$ cat src/rtl/bcd_down_timer_pkg.sv
// Shared types for the BCD countdown timer: digit type, FSM states and status bundle.
package bcd_timer_pkg;

  localparam int         MAX_NDIG = 8;
  localparam logic [3:0] MAXDIG   = 4'd9;

  typedef logic [3:0] bcd_digit_t;

  typedef enum logic [1:0] {
    IDLE  = 2'd0,
    RUN   = 2'd1,
    PAUSE = 2'd2,
    DONE  = 2'd3
  } tmr_state_e;

  // Count is sized for the widest build; narrower builds zero-extend.
  typedef struct packed {
    logic [4*MAX_NDIG-1:0] count;
    tmr_state_e            state;
    logic                  done;
  } tmr_t;

endpackage

$ cat src/rtl/bcd_down_timer_if.sv
// Command/status bundle between a controller and the BCD countdown timer.
interface bcd_down_timer_if #(
  parameter int NDIG = 4
);

  logic              i_clr;
  logic              i_load;
  logic [4*NDIG-1:0] i_load_val;
  logic              i_start;
  logic              i_pause;
  logic              i_tick;
  logic [4*NDIG-1:0] o_count;
  logic              o_busy;
  logic              o_done;
  logic              o_zero;

  modport master (
    output i_clr, i_load, i_load_val, i_start, i_pause, i_tick,
    input  o_count, o_busy, o_done, o_zero
  );

  modport slave (
    input  i_clr, i_load, i_load_val, i_start, i_pause, i_tick,
    output o_count, o_busy, o_done, o_zero
  );

endinterface

$ cat src/rtl/bcd_down_timer_digit_dn.sv
// One BCD down-counting digit with borrow-in/borrow-out; wraps 0 -> MAX on borrow.
module bcd_digit_dn
  import bcd_timer_pkg::*;
#(
  parameter bcd_digit_t MAX = 4'd9
) (
  input  logic       clk,
  input  logic       rst,
  input  logic       i_clr,
  input  logic       i_load,
  input  bcd_digit_t i_load_val,
  input  logic       i_bin,
  output logic       o_bout,
  output bcd_digit_t o_digit
);

  bcd_digit_t dig_p0;

  // Stage p0: digit register
  always_ff @(posedge clk or negedge rst) begin
    if (!rst) begin
      dig_p0 <= '0;
    end else if (i_clr) begin
      dig_p0 <= '0;
    end else if (i_load) begin
      dig_p0 <= i_load_val;
    end else if (i_bin) begin
      dig_p0 <= (dig_p0 == '0) ? MAX : dig_p0 - 4'd1;
    end
  end

  assign o_bout  = i_bin & (dig_p0 == '0);
  assign o_digit = dig_p0;

endmodule

$ cat src/rtl/bcd_down_timer.sv
// Loadable multi-digit BCD countdown timer with one-cycle terminal-count pulse.
// Optional build macro BCD_DOWN_TIMER_AUTO_RELOAD_EN: reload from the last loaded value at terminal count.
module bcd_down_timer #(
  parameter int         NDIG   = 4,
  parameter logic [3:0] MAXDIG = 4'd9
) (
  input logic             clk,
  input logic             rst,
  bcd_down_timer_if.slave bus
);

  import bcd_timer_pkg::*;

  localparam int CW = 4*NDIG;

  tmr_state_e    state_p0, state_nx;
  logic          done_p0, done_nx;
  logic [CW-1:0] count;
  logic [NDIG:0] borrow;
  logic          dig_clr, dig_load, dec_en;
  logic [CW-1:0] dig_load_val;
  logic          count_zero, count_one;
  tmr_t          cur;

`ifdef BCD_DOWN_TIMER_AUTO_RELOAD_EN
  logic [CW-1:0] reload_p0;
  logic          reload_we;
`endif

  function automatic bcd_digit_t sat_digit(input bcd_digit_t d);
    return (d > MAXDIG) ? MAXDIG : d;
  endfunction

  function automatic logic [CW-1:0] sat_value(input logic [CW-1:0] v);
    logic [CW-1:0] r;
    r = '0;
    for (int k = 0; k < NDIG; k++) begin
      r[4*k +: 4] = sat_digit(v[4*k +: 4]);
    end
    return r;
  endfunction

  always_comb begin
    cur           = '0;
    cur.count[CW-1:0] = count;
    cur.state     = state_p0;
    cur.done      = done_p0;
  end

  assign count_zero = (cur.count == '0);
  assign count_one  = (cur.count == (4*MAX_NDIG)'(1));

  always_comb begin
    state_nx     = state_p0;
    done_nx      = 1'b0;
    dig_clr      = 1'b0;
    dig_load     = 1'b0;
    dig_load_val = sat_value(bus.i_load_val);
    dec_en       = 1'b0;
`ifdef BCD_DOWN_TIMER_AUTO_RELOAD_EN
    reload_we    = 1'b0;
`endif
    if (bus.i_clr) begin
      dig_clr  = 1'b1;
      state_nx = IDLE;
    end else if (bus.i_load && (state_p0 != RUN)) begin
      dig_load = 1'b1;
      state_nx = IDLE;
`ifdef BCD_DOWN_TIMER_AUTO_RELOAD_EN
      reload_we = 1'b1;
`endif
    end else if (bus.i_start && ((state_p0 == IDLE) || (state_p0 == PAUSE))) begin
      if (count_zero) begin
        state_nx = DONE;
        done_nx  = 1'b1;
      end else begin
        state_nx = RUN;
      end
    end else if (bus.i_pause && (state_p0 == RUN)) begin
      state_nx = PAUSE;
    end else if (bus.i_tick && (state_p0 == RUN)) begin
      dec_en = 1'b1;
      if (count_one) begin
        done_nx = 1'b1;
`ifdef BCD_DOWN_TIMER_AUTO_RELOAD_EN
        if (reload_p0 != '0) begin
          dig_load     = 1'b1;
          dig_load_val = reload_p0;
          dec_en       = 1'b0;
        end else begin
          state_nx = DONE;
        end
`else
        state_nx = DONE;
`endif
      end
    end
  end

  // Stage p0: control registers
  always_ff @(posedge clk or negedge rst) begin
    if (!rst) begin
      state_p0 <= IDLE;
      done_p0  <= 1'b0;
    end else begin
      state_p0 <= state_nx;
      done_p0  <= done_nx;
    end
  end

`ifdef BCD_DOWN_TIMER_AUTO_RELOAD_EN
  always_ff @(posedge clk or negedge rst) begin
    if (!rst) begin
      reload_p0 <= '0;
    end else if (reload_we) begin
      reload_p0 <= dig_load_val;
    end
  end
`endif

  // A borrow out of the top digit would wrap the count to all-MAX; hold at zero instead.
  assign borrow[0] = dec_en;

  for (genvar g = 0; g < NDIG; g++) begin : g_dig
    bcd_digit_dn #(
      .MAX (MAXDIG)
    ) u_dig (
      .clk        (clk),
      .rst        (rst),
      .i_clr      (dig_clr | borrow[NDIG]),
      .i_load     (dig_load),
      .i_load_val (dig_load_val[4*g +: 4]),
      .i_bin      (borrow[g]),
      .o_bout     (borrow[g+1]),
      .o_digit    (count[4*g +: 4])
    );
  end

  assign bus.o_count = cur.count[CW-1:0];
  assign bus.o_busy  = (cur.state == RUN) || (cur.state == PAUSE);
  assign bus.o_done  = cur.done;
  assign bus.o_zero  = count_zero;

endmodule
$ cat src/flat_wrapper.sv
// flat-port wrapper written by rule: the top's interface ports become plain ports
module bcd_down_timer_flat import bcd_timer_pkg::*;
#(
  parameter int         NDIG   = 4,
  parameter logic [3:0] MAXDIG = 4'd9
)
  (clk, rst, bus_i_clr, bus_i_load, bus_i_load_val, bus_i_start, bus_i_pause, bus_i_tick, bus_o_count, bus_o_busy, bus_o_done, bus_o_zero);
  bcd_down_timer_if #(.NDIG(NDIG)) bus_i ();
  input logic clk;
  input logic rst;
  input wire logic [$bits(bus_i.i_clr)-1:0] bus_i_clr;
  input wire logic [$bits(bus_i.i_load)-1:0] bus_i_load;
  input wire logic [$bits(bus_i.i_load_val)-1:0] bus_i_load_val;
  input wire logic [$bits(bus_i.i_start)-1:0] bus_i_start;
  input wire logic [$bits(bus_i.i_pause)-1:0] bus_i_pause;
  input wire logic [$bits(bus_i.i_tick)-1:0] bus_i_tick;
  output wire logic [$bits(bus_i.o_count)-1:0] bus_o_count;
  output wire logic [$bits(bus_i.o_busy)-1:0] bus_o_busy;
  output wire logic [$bits(bus_i.o_done)-1:0] bus_o_done;
  output wire logic [$bits(bus_i.o_zero)-1:0] bus_o_zero;
  assign bus_i.i_clr = bus_i_clr;
  assign bus_i.i_load = bus_i_load;
  assign bus_i.i_load_val = bus_i_load_val;
  assign bus_i.i_start = bus_i_start;
  assign bus_i.i_pause = bus_i_pause;
  assign bus_i.i_tick = bus_i_tick;
  assign bus_o_count = bus_i.o_count;
  assign bus_o_busy = bus_i.o_busy;
  assign bus_o_done = bus_i.o_done;
  assign bus_o_zero = bus_i.o_zero;
  bcd_down_timer #(.NDIG(NDIG), .MAXDIG(MAXDIG)) u_core (.clk(clk), .rst(rst), .bus(bus_i));
endmodule
$ cat config.mk
export PLATFORM = sky130hd
export DESIGN_NAME = bcd_down_timer_flat
export DESIGN_NICKNAME = d
export VERILOG_FILES = /design/src/rtl/bcd_down_timer_pkg.sv /design/src/rtl/bcd_down_timer_if.sv /design/src/rtl/bcd_down_timer_digit_dn.sv /design/src/rtl/bcd_down_timer.sv /design/src/flat_wrapper.sv
export SDC_FILE = /design/constraint.sdc
export NUM_CORES = 1
export LEC_CHECK = 0
export CAP_MARGIN = 15
export CORE_ASPECT_RATIO = 1.2
export CORE_MARGIN = 1
export CORE_UTILIZATION = 50
export DETAILED_ROUTE_END_ITERATION = 8
export PLACE_DENSITY = 0.85
export SLEW_MARGIN = 20
export SYNTH_ARGS = -nofsm -noshare
export SYNTH_HDL_FRONTEND = slang
export SYNTH_HIERARCHICAL = 1
export SYNTH_SLANG_ARGS = --single-unit
$ cat constraint.sdc
create_clock -name clk -period 7.5 [get_ports clk]
set_input_delay 2.25 -clock clk [delete_from_list [all_inputs] [get_ports clk]]
set_output_delay 2.25 -clock clk [all_outputs]
set_load 0.01 [all_outputs]
## Word level (Yosys, flattened, before mapping)

Index checks and enable logic that the tools add are counted.

- $add $sub $neg: 4
- $mul: 0
- Divide/modulo/power cells: 0
- Magnitude comparators: 4
- Equal/unequal tests: 4
- Shift-type cells: 0
- Multiplexer cells: 42
- Bitwise logic cells: 5
- Reductions and logical operators: 19

Operators by type and width:

| operator | count |
|---|---|
| two-way mux 4 bit | 20 |
| logical NOT 32 bit | 1 |
| equality test 16 x 1 -> 1 bit (second input constant) | 1 |
| > comparator 4 bit (second input constant) | 4 |
| logical NOT 4 bit | 4 |
| subtractor 4 x 1 -> 4 bit (second input constant) | 4 |
| two-way mux 1 bit | 15 |
| two-way mux 2 bit | 7 |
| nonzero test 3 bit | 4 |
| nonzero test 5 bit | 2 |
| AND 1 bit | 4 |
| logical AND 1 bit | 4 |
| equality test 2 x 1 -> 1 bit (second input constant) | 1 |
| equality test 2 bit (second input constant) | 1 |
| logical NOT 2 bit | 1 |
| logical OR 1 bit | 2 |
| != test 2 x 1 -> 1 bit (second input constant) | 1 |
| AND reduction 2 bit | 1 |
| bitwise OR 1 bit | 1 |

- Bits in registers: 19
- Bits in latches: 0
- RAM bits: 0
- ROM bits: 0
- Output and inout bits: 19
- Logic and storage cells: 84
- Memories kept: 0

## Logic depth before layout (Yosys ltp)

- Word-level depth: 13
- Depth in mapped cells: 15

## Modules after synthesis

The synthesis kept the hierarchy.

Modules (own cells, without submodules):

| module | times used | cells each | area an instance (µm²) | sequential area each (µm²) |
|---|---|---|---|---|
| bcd_digit_dn | 4 | 24 | 242.7 | 100.1 |
| bcd_down_timer | 1 | 54 | 376.6 | 75.1 |

## Worst setup path after synthesis

OpenSTA, ideal clock, no wires.

- Kind: in2reg
- Start point: input bus_i_start
- End point: register u_core.g_dig[0].u_dig.dig_p0[2]
- Library setup time: 131 ps
- Arrival time: 5262 ps
- Setup slack: 2107 ps
- Cell stages on the path: 13
- Cell sequence: o21a_1 -> nor4_1 -> nor4b_4 -> nor2b_1 -> nor4b_4 -> nor2b_1 -> nor4b_4 -> nor2b_1 -> nor4b_4 -> nor2b_1 -> or2_2 -> o21bai_1 -> a31oi_1

- Word-level cells in the longest chain between the ends: 10

Ends and longest elaborated chain:

| item | line | source |
|---|---|---|
| start: declaration | flat_wrapper.sv:14 | `input wire logic [$bits(bus_i.i_start)-1:0] bus_i_start;` |
| logical AND 1 bit * | bcd_down_timer.sv:72 | `end else if (bus.i_start && ((state_p0 == IDLE) \|\| (state_p0 == PAUSE))) begin` |
| two-way mux 1 bit * | bcd_down_timer.sv:72 |  |
| two-way mux 1 bit * | bcd_down_timer.sv:66 | `end else if (bus.i_load && (state_p0 != RUN)) begin` |
| two-way mux 1 bit * | bcd_down_timer.sv:63 | `if (bus.i_clr) begin` |
| named net u_core.borrow[0] | bcd_down_timer.sv:19 | `logic [NDIG:0] borrow;` |
| AND 1 bit * | bcd_down_timer_digit_dn.sv:32 | `assign o_bout = i_bin & (dig_p0 == '0);` |
| named net u_core.borrow[1] | bcd_down_timer.sv:19 |  |
| AND 1 bit * | bcd_down_timer_digit_dn.sv:32 |  |
| named net u_core.borrow[2] | bcd_down_timer.sv:19 |  |
| AND 1 bit * | bcd_down_timer_digit_dn.sv:32 |  |
| named net u_core.borrow[3] | bcd_down_timer.sv:19 |  |
| AND 1 bit * | bcd_down_timer_digit_dn.sv:32 |  |
| named net u_core.borrow[4] | bcd_down_timer.sv:19 |  |
| bitwise OR 1 bit * | bcd_down_timer.sv:130 | `.i_clr (dig_clr \| borrow[NDIG]),` |
| nonzero test 3 bit (no line) / two-way mux 4 bit (equally long branches) | -- |  |
| end signal: assignment | bcd_down_timer_digit_dn.sv:26 | `dig_p0 <= i_load_val;` |
| end signal: assignment | bcd_down_timer_digit_dn.sv:28 | `dig_p0 <= (dig_p0 == '0) ? MAX : dig_p0 - 4'd1;` |
| end: declaration | bcd_down_timer_digit_dn.sv:17 | `bcd_digit_t dig_p0;` |

Mark *: on every way through the listed nets, which the timed path passes. The rest lies on a longest branch.
A chain may end at the register's enable or synchronous reset.

## Final worst setup path

- Start point: input bus_i_start
- End point: register u_core.g_dig[2].u_dig.dig_p0[2]

- Word-level cells in the longest chain between the ends: 10

Ends and longest elaborated chain:

| item | line |
|---|---|
| logical AND 1 bit * | bcd_down_timer.sv:72 |
| two-way mux 1 bit * | bcd_down_timer.sv:72 |
| two-way mux 1 bit * | bcd_down_timer.sv:66 |
| two-way mux 1 bit * | bcd_down_timer.sv:63 |
| named net u_core.borrow[0] | bcd_down_timer.sv:19 |
| AND 1 bit * | bcd_down_timer_digit_dn.sv:32 |
| named net u_core.borrow[1] | bcd_down_timer.sv:19 |
| AND 1 bit * | bcd_down_timer_digit_dn.sv:32 |
| named net u_core.borrow[2] | bcd_down_timer.sv:19 |
| AND 1 bit * | bcd_down_timer_digit_dn.sv:32 |
| named net u_core.borrow[3] | bcd_down_timer.sv:19 |
| AND 1 bit * | bcd_down_timer_digit_dn.sv:32 |
| named net u_core.borrow[4] | bcd_down_timer.sv:19 |
| bitwise OR 1 bit * | bcd_down_timer.sv:130 |
| nonzero test 3 bit (no line) / two-way mux 4 bit (equally long branches) | -- |
| end signal: assignment | bcd_down_timer_digit_dn.sv:26 |
| end signal: assignment | bcd_down_timer_digit_dn.sv:28 |
| end: declaration | bcd_down_timer_digit_dn.sv:17 |

Marked as above.

==> run_results.csv <==
group,metric,value,unit
clock_network,cts_resized,0,
timing,setup_violations,0,
timing,rsz0062_at_grt,"no",
clock_network,cts.sinks,19,
timing,fin_setup_tns,0,ns
logic_synthesis,ys_types,25,
clock_network,cts_tree,"done",
timing,period_share,0.817,
critical_path,arrival,6.31,ns
logic_synthesis,ys_seq_area_frac,0.353,
logic_synthesis,yosysWarnings,6,
drt,wl_per_cell,14.7,um
pwr,powerDensity,136,nW/um2
floorplan,core,2550,um2
timing,fin_skew,0.00366,ns
timing,slew_violations,0,
clock_network,hold_buffers,0,
critical_path,crit_type,"input pin to register",
clock_network,cts.path.max_buffers,2,
min_path,hold_class,"register to register",
critical_path,path_max_fanout,16,
clock_network,cts_buffers,3,
clock_network,ctsHtreeMaxLevel,1,
floorplan,start_util,0.528,
finish,nets,219,
pwr,ir_drop,0.103,mV
drt,vias,1286,
floorplan,die_area,2910,um2
clock_network,cts-root-buf,"clkbuf_4",
logic_synthesis,syn_area_per_cell,8.98,um2
logic_synthesis,syn_nets,176,
global_route,grt_pass1_vias,1266,
logic_synthesis,synthCells,150,
drt,firstDrtPassIters,4,
drt,post-route-drc-count,0,
placed_design,place_hpwl,2520,um
finish,area_growth,34.9,%
floorplan,ios,42,
drt,wl,3310,um
timing,period_needed,6.12,ns
clock_network,clk_pin_slew_worst_paths,0.10,ns
logic_synthesis,syn_area,1350,um2
job,max_cap_viol_count,0,
critical_path,worst_setup_path_start_kind,"input pin",
finish,fin_cells,225,
drt,drt_iter0_markers,33,
timing,worst_slew_pin_slew,0.871,ns
floorplan,die_w,49.4,um
critical_path,endpoint_kind,"register",
clock_network,clkLatencyLatePin,0.30,ns
finish,diodes,0,
outcome,status,"completed",
global_route,grt_pass1_wl,5530,um
critical_path,cp.required,7.69,ns
finish,drive_above_1_share,0.0990,
placed_design,placedCellCount,221,
placed_design,gp_congestion,0.835,
global_route,antenna_found_initial,0,
floorplan,fp.dieH,58.9,um
drt,drt.antenna.violating_nets,0,
global_route,grt_overflow,0,
drt,vias_per_cell,5.72,
logic_synthesis,yosys_register_bits,19,
global_route,grt_start_max_net_pins,20,
timing,timing.fmax,163,MHz
pwr,p_leak,0.000684,uW
placed_design,port_buffers,41,
timing,maxSlewHeadroom,0.418,
timing,hold_viol_final,0,
clock_network,cts_setup_buffers,0,
global_route,grt_use_total,0.251,
floorplan,row_count,20,
==> registers in the layout, summed over array words and instances, names as in the netlist <==
| register | count |
|---|---|
| u_core/state_p0 | 2 |
| u_core/bus.o_done | 1 |
| u_core/g_dig.u_dig/o_digit | 16 |
==> critical path: stages <==
cell,delay (ns)
clkdlybuf4s50_1,0.43
o21a_1,0.14
nor4_1,0.50
nor4b_4,0.39
nor2b_1,0.32
nor4b_4,0.33
nor2b_1,0.29
nor4b_4,0.30
nor2b_1,0.30
nor4b_4,0.31
nor2b_1,0.15
or2_2,0.35
o21bai_1,0.18
a31oi_1,0.06
==> power breakdown <==
group	total (uW)	internal, uW	switching (uW)
combinational	73.8	39.5	34.4
clock	52.7	20.8	32.0
sequential	121	109	12.5
total	248	169	78.8
==> cells in the final DEF (no fill, tap or decap), drive strengths merged <==
| cell type | n |
|---|---|
| nand3 | 2 |
| or2 | 1 |
| clkbuf | 4 |
| a31oi | 4 |
| ha | 3 |
| nor4b | 5 |
| o21a | 1 |
| nand2 | 17 |
| a211oi | 4 |
| nor3 | 4 |
| buf | 1 |
| o21bai | 4 |
| nand2b | 10 |
| o21ai | 10 |
| dfrtp | 19 |
| nor4 | 4 |
| xor2 | 4 |
| nor2 | 10 |
| clkdlybuf4s50 | 41 |
| inv | 10 |
| nor2b | 12 |
| xnor2 | 4 |
| a221oi | 4 |
| a21oi | 10 |
| or3 | 4 |
==> per-layer routing <==
| layer | global-route usage | up-vias | routed length (um) |
|---|---|---|---|
| met5 | 0 | - | 0 |
| li1 | - | 609 | - |
| met2 | 0.472 | 44 | 1810 |
| met1 | 0.271 | 621 | 1270 |
| met3 | 0.0336 | 12 | 127 |
| met4 | 0.139 | 0 | 100 |
==> final cells by class <==
type	count	area [um2]
Clock buffer	4	26.3
Inverter	10	37.5
Fill cell	207	734
Sequential cell	19	475
Multi-Input combinational cell	117	820
Tap cell	33	41.3
Timing Repair Buffer	42	418
==> synth_stat cells <==
cell type | n | area share
nor3_1 | 2 | 0.0074
nand3_1 | 2 | 0.0074
nor4b_1 | 1 | 0.0065
nor2_1 | 10 | 0.028
nor2b_1 | 12 | 0.056
or3_1 | 4 | 0.019
dfrtp_1 | 19 | 0.35
nor3_2 | 2 | 0.015
a211oi_2 | 4 | 0.037
nor4_1 | 4 | 0.019
xor2_1 | 4 | 0.026
clkbuf_1 | 4 | 0.011
o21bai_1 | 4 | 0.022
nand2b_1 | 10 | 0.046
nand2_1 | 17 | 0.047
a21oi_1 | 10 | 0.037
or2_2 | 1 | 0.0046
ha_1 | 3 | 0.028
nor4b_4 | 4 | 0.071
xnor2_1 | 4 | 0.026
a31oi_1 | 4 | 0.019
inv_1 | 10 | 0.028
o21a_1 | 1 | 0.0056
a221oi_2 | 4 | 0.045
o21ai_0 | 10 | 0.037
==> metrics by stage <==
step	worst slack, ns	hold WS (ns)	total power [uW]	instance area [um2]	util
6_report	1.38	0.645	248	1820	0.712
5_1_grt	1.11	0.672	262	1820	0.712
4_1_cts	1.44	0.647	250	1820	0.712
3_5_place_dp	1.14	0.632	197	1790	0.702
3_3_place_gp	1.42	0.620	194	1790	0.702
2_1_floorplan	2.11	0.587	158	1350	-
==> logic make-up after synthesis <==
group | Yosys count | synth area share
buffers and inverters | 14 | 0.0390
DFF | 19 | 0.353
adders and majority gates | 3 | 0.0279
and+or+nand+nor | 69 | 0.326
AOI/OAI and AO/OA | 37 | 0.202
xor gates and xnor gates | 8 | 0.0520
==> path summary, 6_finish.rpt <==
check | startpoint | to | slack, ns | cells after the start
setup reg to reg | u_core/state_p0[0] | u_core/g_dig[2].u_dig/o_digit[2] | 2.99 | 15
hold reg to reg | u_core/g_dig[3].u_dig/o_digit[3] | u_core/g_dig[3].u_dig/o_digit[2] | 0.64 | 2
setup / recovery | bus_i_start | u_core/g_dig[2].u_dig/o_digit[2] | 1.38 | 14
hold / removal | u_core/g_dig[3].u_dig/o_digit[3] | u_core/g_dig[3].u_dig/o_digit[2] | 0.64 | 2
max in group asynchronous | rst | u_core/g_dig[2].u_dig/o_digit[2] | 4.54 | 1
min in group asynchronous | rst | u_core/g_dig[0].u_dig/o_digit[0] | 2.43 | 1
(Power assumes the default switching activity.)
==> variant 1: new RTL, same settings <==
Encoding of `tmr_state_e`: now one-hot (4 bits for 4 states).
--- a/src/rtl/bcd_down_timer_pkg.sv
+++ b/src/rtl/bcd_down_timer_pkg.sv
@@ -6,11 +6,11 @@
 
   typedef logic [3:0] bcd_digit_t;
 
-  typedef enum logic [1:0] {
-    IDLE  = 2'd0,
-    RUN   = 2'd1,
-    PAUSE = 2'd2,
-    DONE  = 2'd3
+  typedef enum logic [3:0] {
+    IDLE  = 4'b0001,
+    RUN   = 4'b0010,
+    PAUSE = 4'b0100,
+    DONE  = 4'b1000
   } tmr_state_e;
 
   // Count is sized for the widest build; narrower builds zero-extend.
Check against the original RTL: no difference found for any inputs over 10 cycles, from zero or initial values and one cycle with rst low; not proved beyond that.
==> variant 1 against the unedited design <==
  * First-iteration DRC count fell by 30%
  * Critical endpoint is now u_core/g_dig[3].u_dig/o_digit[2]
  * Routed wire length up 0.73%
  * Register-to-register slack about the same
  * Cell area rose by 4.9%
  * Highest routed layer unchanged
  * Power is 1.2% higher
  * Critical path type unchanged
  * Synthesized area grew 6.6%
  * Worst setup slack better by 220 ps
  * Synthesized cell count increased by 4.7%
  * Final cell count is 3.1% higher
  * Sequential cell count grew 2
  * Critical path depth up 1
==> variant 1: results (changes against the unedited design) <==
- Max VDD drop: 0.0001245 V (was 0.0001031 V)
- Hold_ws: 532.8 ps (was 644.6 ps)
- Post-Syn Nets: 180 (was 176)
- Yosys cell types: 29 (was 25)
- Yosys warning count: 6 (unchanged)
- Post-CTS resize count: 0 (unchanged)
- Final net count: 223 (was 219)
- GRT overflow: 0 (unchanged)
- Seq/Total Area, Yosys: 36.67% (was 35.28%)
- Cells after synthesis: 157 (was 150)
- Clock skew: 1.674 ps (was 3.663 ps)
- Pre-CTS WS: 1265 ps (was 1136 ps)
- P_leak: 0.7182 nW (was 0.6839 nW)
- Inst Count DP: 228 (was 221)
- Commonest cells in the netlist: dfrtp_1, nand2_1, nor2b_1 (unchanged)
- Fillers: 219 (was 207)
- RR Endpoint: u_core/g_dig[3].u_dig/o_digit[2] (was u_core/g_dig[2].u_dig/o_digit[2])
- Min-Delay Endpoint: u_core/state_p0[0] (was u_core/g_dig[3].u_dig/o_digit[2])
- Async S/R FF share, synth: 100.0% (unchanged)
- CP max-delay cell: clkdlybuf4s50_1 (was nor4_1)
- Slew @ Worst Pin: 946.6 ps (was 870.7 ps)
- Placed Area: 1881 um^2 (was 1792 um^2)
- Wire length of the first global-routing pass: 5347 um (was 5533 um)
- Total GRT Usage: 23.48% (was 25.10%)
- Largest net degree at the start of global routing: 22 (was 20)
- Hold path start: u_core/state_p0[0] (was u_core/g_dig[3].u_dig/o_digit[3])
- Largest register FFs: 16 (unchanged)
- CP Data Arrival Time: 6100 ps (was 6310 ps)
- Clk_lat worst skew: 320 ps (was 300 ps)
- Reg-to-reg slack, setup: 3000 ps (was 2990 ps)
- Synth area leaders: dfrtp_1, nor4b_4, nor2b_1, nand2_1, a221oi_2 (was dfrtp_1, nor4b_4, nor2b_1, nand2_1, nand2b_1)
- Pwr Density: 131.6 nW/um^2 (was 136.4 nW/um^2)
- DP HPWL: 2501 um (was 2520 um)
- Placer Congestion: 0.7891 (was 0.8351)
- Crit path largest cell delay: 500 ps (about the same)
- Iteration-0 DRC Markers: 23 (was 33)
- Total routed wirelength: 3330 um (was 3306 um)
- Worst R2R Path Depth: 15 (unchanged)
- Share of cells above drive strength 1: 11.06% (was 9.896%)
- Start of the worst register-to-register path: u_core/state_p0[3] (was u_core/state_p0[0])
- Root Driver: clkbuf_4 (unchanged)
- Status: finished, final reports clean (unchanged)
- Vias: 1,329 (was 1,286)
- Vias/cell: 5.728 (was 5.716)
==> variant 1: worst max path at each step <==
stage                     startpoint                               end  slack (ps)  cells after the start
after floorplan           bus_i_load  u_core/g_dig[0].u_dig/o_digit[2]        2270                     14
after global placement     bus_i_clr  u_core/g_dig[0].u_dig/o_digit[2]        1480                     15
after detailed placement   bus_i_clr  u_core/g_dig[3].u_dig/o_digit[2]        1270                     15
after CTS                  bus_i_clr  u_core/g_dig[3].u_dig/o_digit[2]        1590                     15
after global routing       bus_i_clr  u_core/g_dig[3].u_dig/o_digit[2]        1280                     15
final                      bus_i_clr  u_core/g_dig[3].u_dig/o_digit[2]        1600                     15
==> variant 1: kinds of logic after synthesis <==
logic type | Yosys count | share of synthesized area [%]
and+or+nand+nor | 72 | 32.32
buffers and inverters | 15 | 3.920
DFF | 21 | 36.67
AOI/OAI and AO/OA | 39 | 20.99
xor gates and xnor gates | 10 | 6.097
==> variant 1: power breakdown <==
| part | leakage (nW) | total, mW | switching (mW) | internal, mW |
|---|---|---|---|---|
| registers | 0.280 | 0.131 | 0.0118 | 0.119 |
| clock network | 0.0150 | 0.0572 | 0.0363 | 0.0209 |
| logic | 0.423 | 0.0625 | 0.0276 | 0.0349 |
==> variant 1: area by class of cell <==
cell class / instances / share of cell area [%]
Multi-Input combinational cell: 121 / 44.75
Tap cell: 33 / 2.165
Clock buffer: 4 / 1.378
Sequential cell: 21 / 27.62
Inverter: 11 / 2.165
Timing Repair Buffer: 42 / 21.92
==> variant 1: layer usage <==
layer | vias to the layer above | share of wire, % | track usage (%)
met5 | - | 0 | 0
met4 | 0 | 2.7 | 13.49
li1 | 638 | - | -
met1 | 641 | 40 | 24.25
met3 | 9 | 3.9 | 3.008
met2 | 41 | 53 | 45.30
==> variant 2: new RTL, config.mk and constraints unchanged <==
Made on the original files. Build with the macro `BCD_DOWN_TIMER_AUTO_RELOAD_EN` defined.
--- a/src/rtl/bcd_down_timer.sv
+++ b/src/rtl/bcd_down_timer.sv
@@ -1,5 +1,7 @@
 // Loadable multi-digit BCD countdown timer with one-cycle terminal-count pulse.
 // Optional build macro BCD_DOWN_TIMER_AUTO_RELOAD_EN: reload from the last loaded value at terminal count.
+`define BCD_DOWN_TIMER_AUTO_RELOAD_EN
+
 module bcd_down_timer #(
   parameter int         NDIG   = 4,
   parameter logic [3:0] MAXDIG = 4'd9
Function: changed (Yosys sat finds a counterexample within 4 cycles, from zero or initial values and one cycle with rst low).
==> variant 2 against the unedited design <==
  * Cell area increased by 58%
  * Sequential cell count increased by 16
  * Global-route usage decreased by 2.3 points
  * Synthesized area increased by 70%
  * First-iteration DRC count increased to 2.5 times the old value
  * Worst setup slack got worse by 140 ps
  * Sequential power increased by 93%
  * Power increased by 100%
  * Clock skew increased by 2.1 ps
  * Routed wire length increased by 52%
  * Critical path type unchanged
  * Largest cell class unchanged
==> variant 2: results (changes against the unedited design) <==
- Status: finished, final reports clean (unchanged)
- ANT nets after route: 0 (unchanged)
- Placed Area: 2771 um^2 (was 1792 um^2)
- H-tree depth: 2 (was 1)
- Hold Path Class: reg2reg (unchanged)
- CP Data Arrival Time: 6430 ps (was 6310 ps)
- Max VDD drop: 0.00009429 V (was 0.0001031 V)
- Final net count: 293 (was 219)
- DP HPWL: 3680 um (was 2520 um)
- Initial antenna violation count: 0 (unchanged)
- Pre-antenna DRT Iters: 4 (unchanged)
- Yosys cell types: 37 (was 25)
- Root Driver: clkbuf_8 (was clkbuf_4)
- P_leak: 1.156 nW (was 0.6839 nW)
- Reg-to-reg slack, setup: 2820 ps (was 2990 ps)
- Sw frac: 28.80% (was 31.77%)
- Commonest cells in the netlist: dfrtp_1, nand2_1, mux2_2, nor2b_1 (was dfrtp_1, nand2_1, nor2b_1)
- Post-CTS resize count: 0 (unchanged)
- Hold_ws: 504.6 ps (was 644.6 ps)
- Vias/cell: 5.728 (was 5.716)
- # hold bufs at CTS: 0 (unchanged)
- Routed wire length per instance: 15.50 um (was 14.69 um)
- Clk_lat worst skew: 290 ps
- PortBufs: 41 (unchanged)
- CTS Buffer Depth: 2 (unchanged)
- Vias in the first global route: 1,865 (was 1,266)
- Synth area leaders: dfrtp_1, mux2_2, mux2_4, nand2_1, nor4b_4 (was dfrtp_1, nor4b_4, nor2b_1, nand2_1, nand2b_1)
- Placer Congestion: 0.9501 (was 0.8351)
- # diodes: 0 (unchanged)
- Largest net degree at the start of global routing: 36 (was 20)
- Start of the worst register-to-register path: u_core/state_p0[1] (was u_core/state_p0[0])
- Slew @ Worst Pin: 943.5 ps (was 870.7 ps)
- RR Endpoint: u_core/g_dig[3].u_dig/o_digit[2] (was u_core/g_dig[2].u_dig/o_digit[2])
- Iteration-0 DRC Markers: 83 (was 33)
- Seq/Total Area, Yosys: 38.17% (was 35.28%)
- Clk slew on worst S/H paths: 70 ps (was 100 ps)
- Total GRT Usage: 22.85% (was 25.10%)
- Setup CP Type: in2reg (unchanged)
- Post-CTS Setup Inserts: 0 (unchanged)
- Share of cells above drive strength 1: 20.90% (was 9.896%)
- Wire length of the first global-routing pass: 8493 um (was 5533 um)
- CP startpoint: bus_i_start (unchanged)
- Yosys warning count: 6 (unchanged)
- Post-Syn Nets: 245 (was 176)
- Async S/R FF share, synth: 100.0% (unchanged)
- CP Max Fanout: 16 (unchanged)
- Cts bufs inserted: 5 (was 3)
- Worst R2R Path Depth: 16 (was 15)
- Clock skew: 5.748 ps (was 3.663 ps)
[variant 2: changes by cell type in the layout (fill, tap and decap cells not counted), moves of 3 or more]
| cell | before | now |
|---|---|---|
| clkbuf_4 | 3 | 0 |
| nor4_1 | 4 | 8 |
| nand2_1 | 17 | 26 |
| mux2_4 | 0 | 9 |
| or4_1 | 0 | 3 |
| clkbuf_8 | 0 | 7 |
| dfrtp_1 | 19 | 35 |
| mux2_2 | 0 | 19 |
[variant 2: worst max-delay path, cell delays in order]
cell and delay [ps]:
clkdlybuf4s50_1 390, o21ai_1 220, nand4b_1 260, a21oi_1 340, nor4b_4 340, nor2b_1 300, nor4b_4 310, nor2b_1 340
nor4b_4 310, nor2b_1 300, nor4b_4 300, nor2b_1 160, or2_2 360, o21bai_1 180, a31oi_1 60
[variant 2: cell families after synthesis]
kind of cell / share of synthesized area (%)
xor+xnor: 3.053
fa+ha+maj: 1.636
mux: 15.21
buf+inv: 2.617
flops: 38.17
simple gates: 26.77
compound gates: 12.54
[variant 2: layout make-up]
| type | instances | area (um^2) |
|---|---|---|
| inverter | 11 | 41.29 |
| clock buffer | 8 | 100.1 |
| fill | 330 | 1455 |
| timing repair buffer | 43 | 425.4 |
| sequential | 35 | 875.8 |
| tap | 56 | 70.07 |
| multi-input combinational | 171 | 1359 |
[variant 2: worst min path at each step]
stage / depth (start not counted) / startpoint / endpoint
3_5_place_dp: 2 / u_core/reload_p0[15] / u_core/reload_p0[15]
3_3_place_gp: 2 / u_core/reload_p0[15] / u_core/reload_p0[15]
6_report: 2 / u_core/reload_p0[15] / u_core/reload_p0[15]
4_1_cts: 2 / u_core/reload_p0[15] / u_core/reload_p0[15]
5_1_grt: 2 / u_core/reload_p0[3] / u_core/reload_p0[3]
2_1_floorplan: 2 / u_core/reload_p0[3] / u_core/reload_p0[3]
[variant 2: layer usage]
metal  vias up  GRT usage (%)  share of wire [%]
met5         -              0                  0
met4         0          12.73                3.1
met3        14          4.940                4.4
met2        64          37.34                 49
met1       886          27.49                 44
li1        892              -                  -
[variant 2: stage by stage]
stage	util [%]	power [mW]	cells	worst slack, ps
6_report	66.37	0.4951	324	1235
5_1_grt	66.37	0.5175	324	873.9
4_1_cts	66.37	0.4965	324	1287
3_5_place_dp	64.05	0.3457	316	1026
3_3_place_gp	64.05	0.3419	316	1339
2_1_floorplan	-	0.2961	219	2009
[variant 2: power by group through the flow]
stage          registers (mW)  logic [mW]  clock network, mW
6_report                0.234       0.109              0.152
5_1_grt                 0.238       0.119              0.161
3_5_place_dp            0.238       0.108                  0
2_1_floorplan           0.234      0.0620                  0
3_3_place_gp            0.236       0.106                  0
4_1_cts                 0.234       0.109              0.153
